$ cat src/rtl/tsu_q_arb_pkg.sv
// ============================================================================
// tsu_q_arb_pkg : shared types and constants for the timestamp queue drain
// Revision 1.0
// ============================================================================
`default_nettype none

package tsu_q_arb_pkg;

    typedef enum logic [1:0] {
        IDLE = 2'd0,
        READ = 2'd1,
        WAIT = 2'd2,
        HOLD = 2'd3
    } state_t;

    localparam logic SRC_RX = 1'b0;
    localparam logic SRC_TX = 1'b1;

    localparam int REC_W = 64;

endpackage

`default_nettype wire

$ cat src/rtl/tsu_q_arb_rr.sv
// ============================================================================
// tsu_q_arb_rr : two-requester round-robin / rx-priority picker
// Revision 1.0
// ============================================================================
`default_nettype none

module tsu_q_arb_rr
    import tsu_q_arb_pkg::*;
#(
    parameter int PRIO = 0
) (
    input  logic req_rx,
    input  logic req_tx,
    input  logic last_src,
    output logic grant_valid,
    output logic grant_src
);

    always_comb begin
        grant_valid = req_rx | req_tx;
        grant_src   = SRC_RX;
        if (req_rx && req_tx) begin
            // On a tie, round-robin hands the grant to whoever was not served last.
            grant_src = (PRIO != 0) ? SRC_RX : ~last_src;
        end else if (req_tx) begin
            grant_src = SRC_TX;
        end
    end

endmodule

`default_nettype wire

$ cat src/rtl/tsu_q_arb.sv
// ============================================================================
// tsu_q_arb : drains the rx/tx timestamp queues into one tagged record stream
// Revision 1.0
// ============================================================================
`default_nettype none

module tsu_q_arb
    import tsu_q_arb_pkg::*;
#(
    parameter int RD_LAT = 1,
    parameter int PRIO   = 0,
    parameter int CNT_W  = 16
) (
    input  logic             clk,
    input  logic             rst,
    input  logic             en,
    input  logic [7:0]       rx_q_stat,
    input  logic [REC_W-1:0] rx_q_data,
    output logic             rx_q_rd_en,
    input  logic [7:0]       tx_q_stat,
    input  logic [REC_W-1:0] tx_q_data,
    output logic             tx_q_rd_en,
    output logic             ts_valid,
    input  logic             ts_ready,
    output logic [REC_W-1:0] ts_data,
    output logic             ts_src,
    output logic [CNT_W-1:0] rx_pop_cnt,
    output logic [CNT_W-1:0] tx_pop_cnt,
    output logic             busy
);

    localparam logic [1:0] WAIT_INIT = 2'(RD_LAT - 1);

    state_t     state;
    logic       sel_src;
    logic       last_src;
    logic [1:0] wait_cnt;

    logic       req_rx;
    logic       req_tx;
    logic       grant_valid;
    logic       grant_src;

    assign req_rx = (rx_q_stat != 8'd0);
    assign req_tx = (tx_q_stat != 8'd0);

    tsu_q_arb_rr #(
        .PRIO (PRIO)
    ) u_rr (
        .req_rx      (req_rx),
        .req_tx      (req_tx),
        .last_src    (last_src),
        .grant_valid (grant_valid),
        .grant_src   (grant_src)
    );

    // Stat is only looked at in IDLE, by which time any pop has settled in the queue.
    always_ff @(posedge clk or negedge rst) begin
        if (!rst) begin
            state      <= IDLE;
            sel_src    <= SRC_RX;
            last_src   <= SRC_TX;
            wait_cnt   <= 2'd0;
            rx_q_rd_en <= 1'b0;
            tx_q_rd_en <= 1'b0;
            ts_valid   <= 1'b0;
            ts_data    <= '0;
            ts_src     <= SRC_RX;
            rx_pop_cnt <= '0;
            tx_pop_cnt <= '0;
            busy       <= 1'b0;
        end else begin
            case (state)
                IDLE: begin
                    if (en && grant_valid) begin
                        sel_src    <= grant_src;
                        rx_q_rd_en <= (grant_src == SRC_RX);
                        tx_q_rd_en <= (grant_src == SRC_TX);
                        busy       <= 1'b1;
                        state      <= READ;
                    end
                end
                READ: begin
                    rx_q_rd_en <= 1'b0;
                    tx_q_rd_en <= 1'b0;
                    if (sel_src == SRC_TX) begin
                        tx_pop_cnt <= tx_pop_cnt + CNT_W'(1);
                    end else begin
                        rx_pop_cnt <= rx_pop_cnt + CNT_W'(1);
                    end
                    last_src <= sel_src;
                    wait_cnt <= WAIT_INIT;
                    state    <= WAIT;
                end
                WAIT: begin
                    if (wait_cnt == 2'd0) begin
                        ts_data  <= (sel_src == SRC_TX) ? tx_q_data : rx_q_data;
                        ts_src   <= sel_src;
                        ts_valid <= 1'b1;
                        state    <= HOLD;
                    end else begin
                        wait_cnt <= wait_cnt - 2'd1;
                    end
                end
                HOLD: begin
                    if (ts_ready) begin
                        ts_valid <= 1'b0;
                        busy     <= 1'b0;
                        state    <= IDLE;
                    end
                end
                default: begin
                    state <= IDLE;
                end
            endcase
        end
    end

endmodule

`default_nettype wire

$ cat config.mk
export PLATFORM = sky130hd
export DESIGN_NAME = tsu_q_arb
export DESIGN_NICKNAME = d
export VERILOG_FILES = /design/src/rtl/tsu_q_arb_pkg.sv /design/src/rtl/tsu_q_arb_rr.sv /design/src/rtl/tsu_q_arb.sv
export SDC_FILE = /design/constraint.sdc
export NUM_CORES = 1
export LEC_CHECK = 0
export ABC_AREA = 1
export CAP_MARGIN = 40
export CORE_MARGIN = 4
export CORE_UTILIZATION = 37
export CTS_CLUSTER_SIZE = 16
export DETAILED_ROUTE_END_ITERATION = 12
export GPL_TIMING_DRIVEN = 0
export PLACE_DENSITY = 0.77
export SLEW_MARGIN = 20
export SYNTH_ARGS = -nofsm -noshare
export SYNTH_HDL_FRONTEND = slang
export SYNTH_SLANG_ARGS = --single-unit
$ cat constraint.sdc
create_clock -name clk -period 1.7 [get_ports clk]
set_input_delay 0.255 -clock clk [delete_from_list [all_inputs] [get_ports clk]]
set_output_delay 0.255 -clock clk [all_outputs]
set_load 0.03 [all_outputs]
==> results of run 1 <==
==> power groups by stage <==
stage | combinational, W | clock [W] | sequential (W)
after global routing | 0.00892 | 0.00257 | 0.00431
after CTS | 0.00819 | 0.00246 | 0.00419
after global placement | 0.00798 | 0 | 0.00420
final | 0.00827 | 0.00239 | 0.00419
after detailed placement | 0.00807 | 0 | 0.00424
after floorplan | 0.00290 | 0 | 0.00602
==> synthesized netlist by cell type (all sizes together) <==
cell,number,share of area
xnor2,10,0.017
nand4,2,0.0025
dfrtp,106,0.52
mux2,1,0.0022
or2,3,0.0037
nand2,140,0.11
nor2,99,0.082
nand3b,3,0.0044
inv,37,0.027
nand3,14,0.014
xor2,13,0.022
dfstp,1,0.0052
o21bai,2,0.0030
clkbuf,10,0.0074
ha,8,0.020
a21oi,130,0.13
o21ai,7,0.0069
nor3,5,0.0049
o22ai,2,0.0025
buf,18,0.014
==> cells by family after synthesis <==
group	count (synthesis)	synth area share
simple gates	266	0.221
xor+xnor	23	0.0397
flops	107	0.528
fa+ha+maj	8	0.0197
compound gates	141	0.140
mux	1	0.00222
buf+inv	65	0.0488
==> worst max-delay path by stage <==
| stage | startpoint | endpoint | slack (ns) | cells after the start |
|---|---|---|---|---|
| detailed placement | state[0]$_DFFE_PN0P_ | ts_data[50]$_DFFE_PN0P_ | -0.43 | 7 |
| global placement | rst | ts_data[60]$_DFFE_PN0P_ | -3.92 | 1 |
| floorplan | state[1]$_DFFE_PN0P_ | tx_pop_cnt[15]$_DFFE_PN0P_ | 0.05 | 11 |
| CTS | rx_pop_cnt[15]$_DFFE_PN0P_ | rx_pop_cnt[15] | 0.003 | 1 |
| finish | ts_data[45]$_DFFE_PN0P_ | ts_data[45] | 0.03 | 1 |
| global route | state[1]$_DFFE_PN0P_ | rx_pop_cnt[13]$_DFFE_PN0P_ | -0.001 | 8 |
==> cells in the final DEF (no fill, tap or decap), types with 3 or more instances in the layout <==
| cell type | n |
|---|---|
| clkbuf_1 | 7 |
| buf_6 | 8 |
| nand3b_1 | 3 |
| clkbuf_16 | 9 |
| nand2_1 | 133 |
| clkbuf_2 | 6 |
| nand3_1 | 14 |
| a21oi_2 | 3 |
| nor2_2 | 4 |
| or2_2 | 3 |
| o21ai_0 | 6 |
| buf_2 | 6 |
| dlygate4sd2_1 | 28 |
| inv_1 | 36 |
| nand2_2 | 3 |
| ha_1 | 6 |
| a21oi_1 | 127 |
| xor2_1 | 13 |
| nor2_1 | 90 |
| nor2_4 | 5 |
| nand2_4 | 4 |
| dfrtp_1 | 105 |
| dlymetal6s2s_1 | 5 |
| xnor2_1 | 10 |
| clkdlybuf4s50_1 | 214 |
| nor3_1 | 5 |
| bufinv_16 | 3 |
==> state kept, by name, indices dropped and copies added, names as in the netlist <==
name / flops
ts_data: 64
rx_pop_cnt: 16
tx_pop_cnt: 16
state: 2
wait_cnt: 2
busy: 1
last_src: 1
rx_q_rd_en: 1
sel_src: 1
ts_src: 1
ts_valid: 1
tx_q_rd_en: 1
==> routing by layer <==
layer / track usage / up-vias
li1: - / 2493
met1: 0.262 / 2357
met2: 0.347 / 161
met3: 0.0367 / 35
met4: 0.0823 / 0
met5: 0 / -
==> area by class of cell <==
type                            count  area, µm²
Multi-Input combinational cell    439       2190
Clock inverter                      5        100
Tap cell                          176        220
Fill cell                        1166       5080
Inverter                           37        139
Sequential cell                   107       2680
Timing Repair Buffer              251       2510
Clock buffer                       11        243
Buffer                             28        184
==> through the flow <==
step | instances | setup TNS, ns
5_1_grt | 1054 | -0.00128
4_1_cts | 1053 | 0
3_5_place_dp | 1036 | -19.39
2_1_floorplan | 611 | 0
6_report | 1054 | 0
3_3_place_gp | 1035 | -436.05
==> timing repair <==
action / in CTS / in global routing
hold endpoints to repair: 41 / 0
setup endpoints to repair: 107 / 78
gates resized for setup: 56 / 27
hold buffers: 1 / 0
setup buffers: 0 / 1
gates cloned: 0 / 0
==> impl_results.md, run 1 <==
- Dpl ws: -0.426 ns
- First-pass GRT wire length: roughly 26 mm
- Placed cell areas: between 7000 and 8000 µm²
- Largest net degree at the start of global routing: between 60 and 70
- Clock root buffer: clkbuf_16
- Post-Syn Area: slightly above 5000 µm²
- Final Util: 0.619
- Worst hold margin: between 0.4 and 0.5 ns
- Synthesis Warnings: 0
- Worst VDD drop: 0.863 mV
- CP max-delay cell: clkdlybuf4s50_1
- Slew margin rel.: 0.574
- Via density: 4.79
- Sequential share of the synthesized area: 0.528
- CTS tree: done
- Top sig layer: met4
- Final HPWL DP: between 10 and 15 mm
- WL per Instance: 15.6 µm
- Clock share of power: 0.161
- Worst path cell trace: clkdlybuf4s50_1
- R2R setup slack: roughly 0.12 ns
- Outcome: completed
- Die Width: 125 µm
- DR vias: 5046
- Clock Sinks: ~110
- IO buf count: ~250
- Worst EP arrival: roughly 1.4 ns
- Final min period: between 1.5 and 2 ns
- Antenna violations before repair: 0
- DRC violations left: 0
- Reg2Reg Depth: 7
- Clock buffer depth: 2
- Htree depth: 3
- Worst path buffer plus inverter count: 1
- Switching share of power: 0.442
- Total die area: 15700 µm²
- Lkg Pwr: around 3.8 nW
- P_sw: between 0.006 and 0.007 W
- Hold WC Path Type: input port to async pin
- Final setup margin: 0.0347 ns
- Worst r2r src: state[0]$_DFFE_PN0P_
- Cells after Synth: slightly above 600
- Met3 routed WL: a little under 800 µm
- GP Congestion: just over 0.8
- CTS buffer count: 9
- Int Power: 0.00829 W
- Final Max Tran Viols: 0
- Startpoint Class: flip-flop
- Std-Cell Rows: 42
- Total chip power: 0.0149 W
- Synthesis-to-layout area growth: 62.8%
- Power density over the cells: ~1800 nW/µm²
- CP peak stage delay: approximately 0.69 ns
- WS Path Type: flip-flop to output pin
- Highest net fanout along the worst path: 2
- Initial Util: 0.380
- Seq cells post-synth: between 100 and 150
- Worst Skew: between 0.008 and 0.009 ns
- Finished layout cell area: 8270 µm²
- Routed WL: approximately 16 mm
- Max cap viols: 0
- Skew-Pair Late Insertion Delay: between 0.3 and 0.4 ns
- Share of cells above drive strength 1: 0.0774
- Tightest Pin Transition: between 0.6 and 0.7 ns
- # setup viols final: 0
- Met2 Wirelength: just under 8 mm
- Nets: roughly 1000
- Die extent in y: about 130 µm
- GRT Util Overall: 0.206
- Critical path capture point type: output pin
- Initial DRC Count: 219
- Top-level port count: between 200 and 250
- ANT cells: 0
- Routed met1 length: slightly above 7 mm
- Crit-path leading delay family: buffers and inverters
- Core area: around 13000 µm²
- Hold Fails Final Rpt: 0
- Worst-path clk slew: roughly 0.070 ns
- Syn Area/Cell: ~8.3 µm²
- Sequential share of power: 0.282
- Final worst-path cycle share: 0.980
- Pre-antenna DRT Iters: 5
- Critical Path RT: 1.44 ns
- Comb pwr share: 0.557
- Syn nets: roughly 770
- Worst reg2reg endpoint: ts_data[60]$_DFFE_PN0P_
- Vias in the first global route: approximately 5000
- Final ANT Viol Nets: 0
- Synth unique cells: 26
- Fmax: about 600 MHz
- GRT Residual Overflow: 0
Power figures use the tool's default switching activity.
==> run 2: changes to the inputs <==
TNS_END_PERCENT = 5   (was default)
clock period = 1.5 ns   (was 1.7 ns; I/O delays follow)
==> impl_results.md, run 2 (synthesis gave the netlist of run 1 again) <==
- Outcome: finished, violations left
- Failing checks: negative setup slack
- Routed WL: about 17 mm
- Final ANT Viol Nets: 0
- ANT cells: 0
- Final Max Tran Viols: 0
- Total die area: approximately 16000 µm²
- DR vias: about 5000
- DRC violations left: 0
- Htree depth: 3
- Worst reg2reg endpoint: tx_pop_cnt[13]$_DFFE_PN0P_
- Clock buffer depth: 2
- Synthesis-to-layout area growth: 60.6%
- Core area: about 13000 µm²
- Final min period: between 1.5 and 2 ns
- Hold WC Path Type: input port to async pin
- Critical path capture point type: flip-flop
- Tightest Pin Transition: about 0.60 ns
- GP Congestion: roughly 0.84
- Hold Fails Final Rpt: 0
- Final HPWL DP: around 13 mm
- Fmax: between 600 and 700 MHz
- Worst VDD drop: 0.949 mV
- R2R setup slack: -0.09 ns
- Most common cell after layout, fill and taps aside: clkdlybuf4s50_1
- Top-level port count: 249
- Std-Cell Rows: between 40 and 50
- Vias in the first global route: between 4000 and 5000
- Via density: around 4.8
- Largest net degree at the start of global routing: 60
- First-pass GRT wire length: between 20 and 30 mm
- Setup TNS: -1.68 ns
- Antenna violations before repair: 0
- Unrepaired setup endpoints after global routing: yes
- Lkg Pwr: 3.81 nW
- Nets: about 1000
- Pre-antenna DRT Iters: 4
- Clock root buffer: clkbuf_16
- Cells after DPL: slightly above 1000
- Critical Path RT: between 1.5 and 2 ns
- Share of cells above drive strength 1: 0.0895
- Startpoint Class: flip-flop
- Worst Skew: between 0.007 and 0.008 ns
- Largest registers: ts_data (64), rx_pop_cnt (16), tx_pop_cnt (16)
- Worst EP arrival: 1.83 ns
- Worst-path clk slew: 0.07 ns
- # setup viols final: 42
- Die Width: between 100 and 150 µm
- Final worst-path cycle share: 1.06
- Slew margin rel.: 0.601
- Worst Setup EP: tx_pop_cnt[13]$_DFFE_PN0P_
- CTS tree: done
- GRT Util Overall: 0.211
- GRT Residual Overflow: 0
- WS Path Type: flip-flop to flip-flop
- Die extent in y: roughly 130 µm
- Initial DRC Count: around 180
- Final setup margin: -0.0918 ns
- CP Launch Point: state[1]$_DFFE_PN0P_
- Reg with most FFs: ts_data
- Final std cells w/o fill: roughly 1100
- Skew-Pair Late Insertion Delay: 0.35 ns
- Initial Util: 0.380
- WL per Instance: roughly 16 µm
- Highest net fanout along the worst path: 5
- Commonest non-fill, non-tap cells in the layout: clkdlybuf4s50_1 (146), nand2_1 (132), a21oi_1 (128)
- CTS buffer count: 9
- Total chip power: roughly 0.016 W
- IO buf count: 248
- Clock Sinks: between 100 and 150
- Power density over the cells: a little under 2000 nW/µm²
- Largest register FFs: 64
- Max cap viols: 0
- Worst r2r src: state[1]$_DFFE_PN0P_
- Worst hold margin: ~0.40 ns
- Reg2Reg Depth: 11
-- run 2: changes by cell type in the layout (fill, tap and decap cells not counted), sizes merged --
cell / previous run / this run
bufinv: 3 / 0
clkbuf: 25 / 22
buf: 17 / 28
clkdlybuf4s50: 214 / 146
clkinvlp: 0 / 1
clkinv: 2 / 1
dlygate4sd2: 28 / 100
dlymetal6s2s: 5 / 0
clkdlybuf4s15: 0 / 1
-- run 2: layer usage --
metal  part of all wire  vias up  track usage
met3              0.047       32       0.0405
met4              0.025        0       0.0804
met2               0.49      160        0.347
li1                   -     2506            -
met1               0.44     2393        0.277
met5                  0        -            0
-- run 2: worst min path at each step --
stage,start,to,slack [ns],depth (start not counted)
6_report,rst,ts_data[20]$_DFFE_PN0P_,0.40,2
5_1_grt,tx_q_data[41],ts_data[41]$_DFFE_PN0P_,0.41,3
4_1_cts,rst,ts_data[20]$_DFFE_PN0P_,0.38,2
3_5_place_dp,rst,ts_data[20]$_DFFE_PN0P_,0.20,1
3_3_place_gp,ts_src$_DFFE_PN0P_,ts_src$_DFFE_PN0P_,0.47,2
2_1_floorplan,rst,busy$_DFFE_PN0P_,-0.07,0
-- run 2: repair_timing --
action                                  in CTS  in global routing
hold buffers                                 1                  0
gates resized for setup                    148                 10
endpoints found under the hold margin       48                  0
buffers inserted                             1                  5
pin swaps                                    0                  1
cloned                                       1                  0
endpoints found under the setup margin     183                 81
-- run 2: area by class of cell --
class                   count  area [µm²]
plain buffers              28         194
clock buffers              13         250
clock inverters             2        12.5
fillers                  1238        5190
inverters                  37         139
multi-input cells         439        2210
flip-flops and latches    107        2680
well taps                 176         220
repair buffers            257        2450
-- run 2: where the power goes --
| part | internal [W] | switching, W | total [W] | leakage, nW |
|---|---|---|---|---|
| clock network | 0.00116 | 0.00101 | 0.00218 | 0.126 |
| registers | 0.00407 | 0.000673 | 0.00474 | 1.28 |
| logic | 0.00313 | 0.00579 | 0.00892 | 2.41 |
-- run 2: metrics by stage --
step,worst slack (ns),instance area [µm²],util
finish,-0.0918,8150,0.611
global placement,-4.04,7800,0.584
global route,-0.225,8150,0.611
CTS,-0.115,8100,0.607
floorplan,-0.0598,5090,-
detailed placement,-0.537,7830,0.586
-- run 2: worst max-delay path, stage by stage (launching register included) --
cell and delay [ns]:
dfrtp_1 0.43, inv_2 0.11, ha_4 0.18, nand2_4 0.09, nor2_4 0.11, nand2_4 0.07
nor2_4 0.12, nand2_4 0.08, nor2_4 0.13, nand2_1 0.07, nand2_1 0.06, nand2_1 0.04
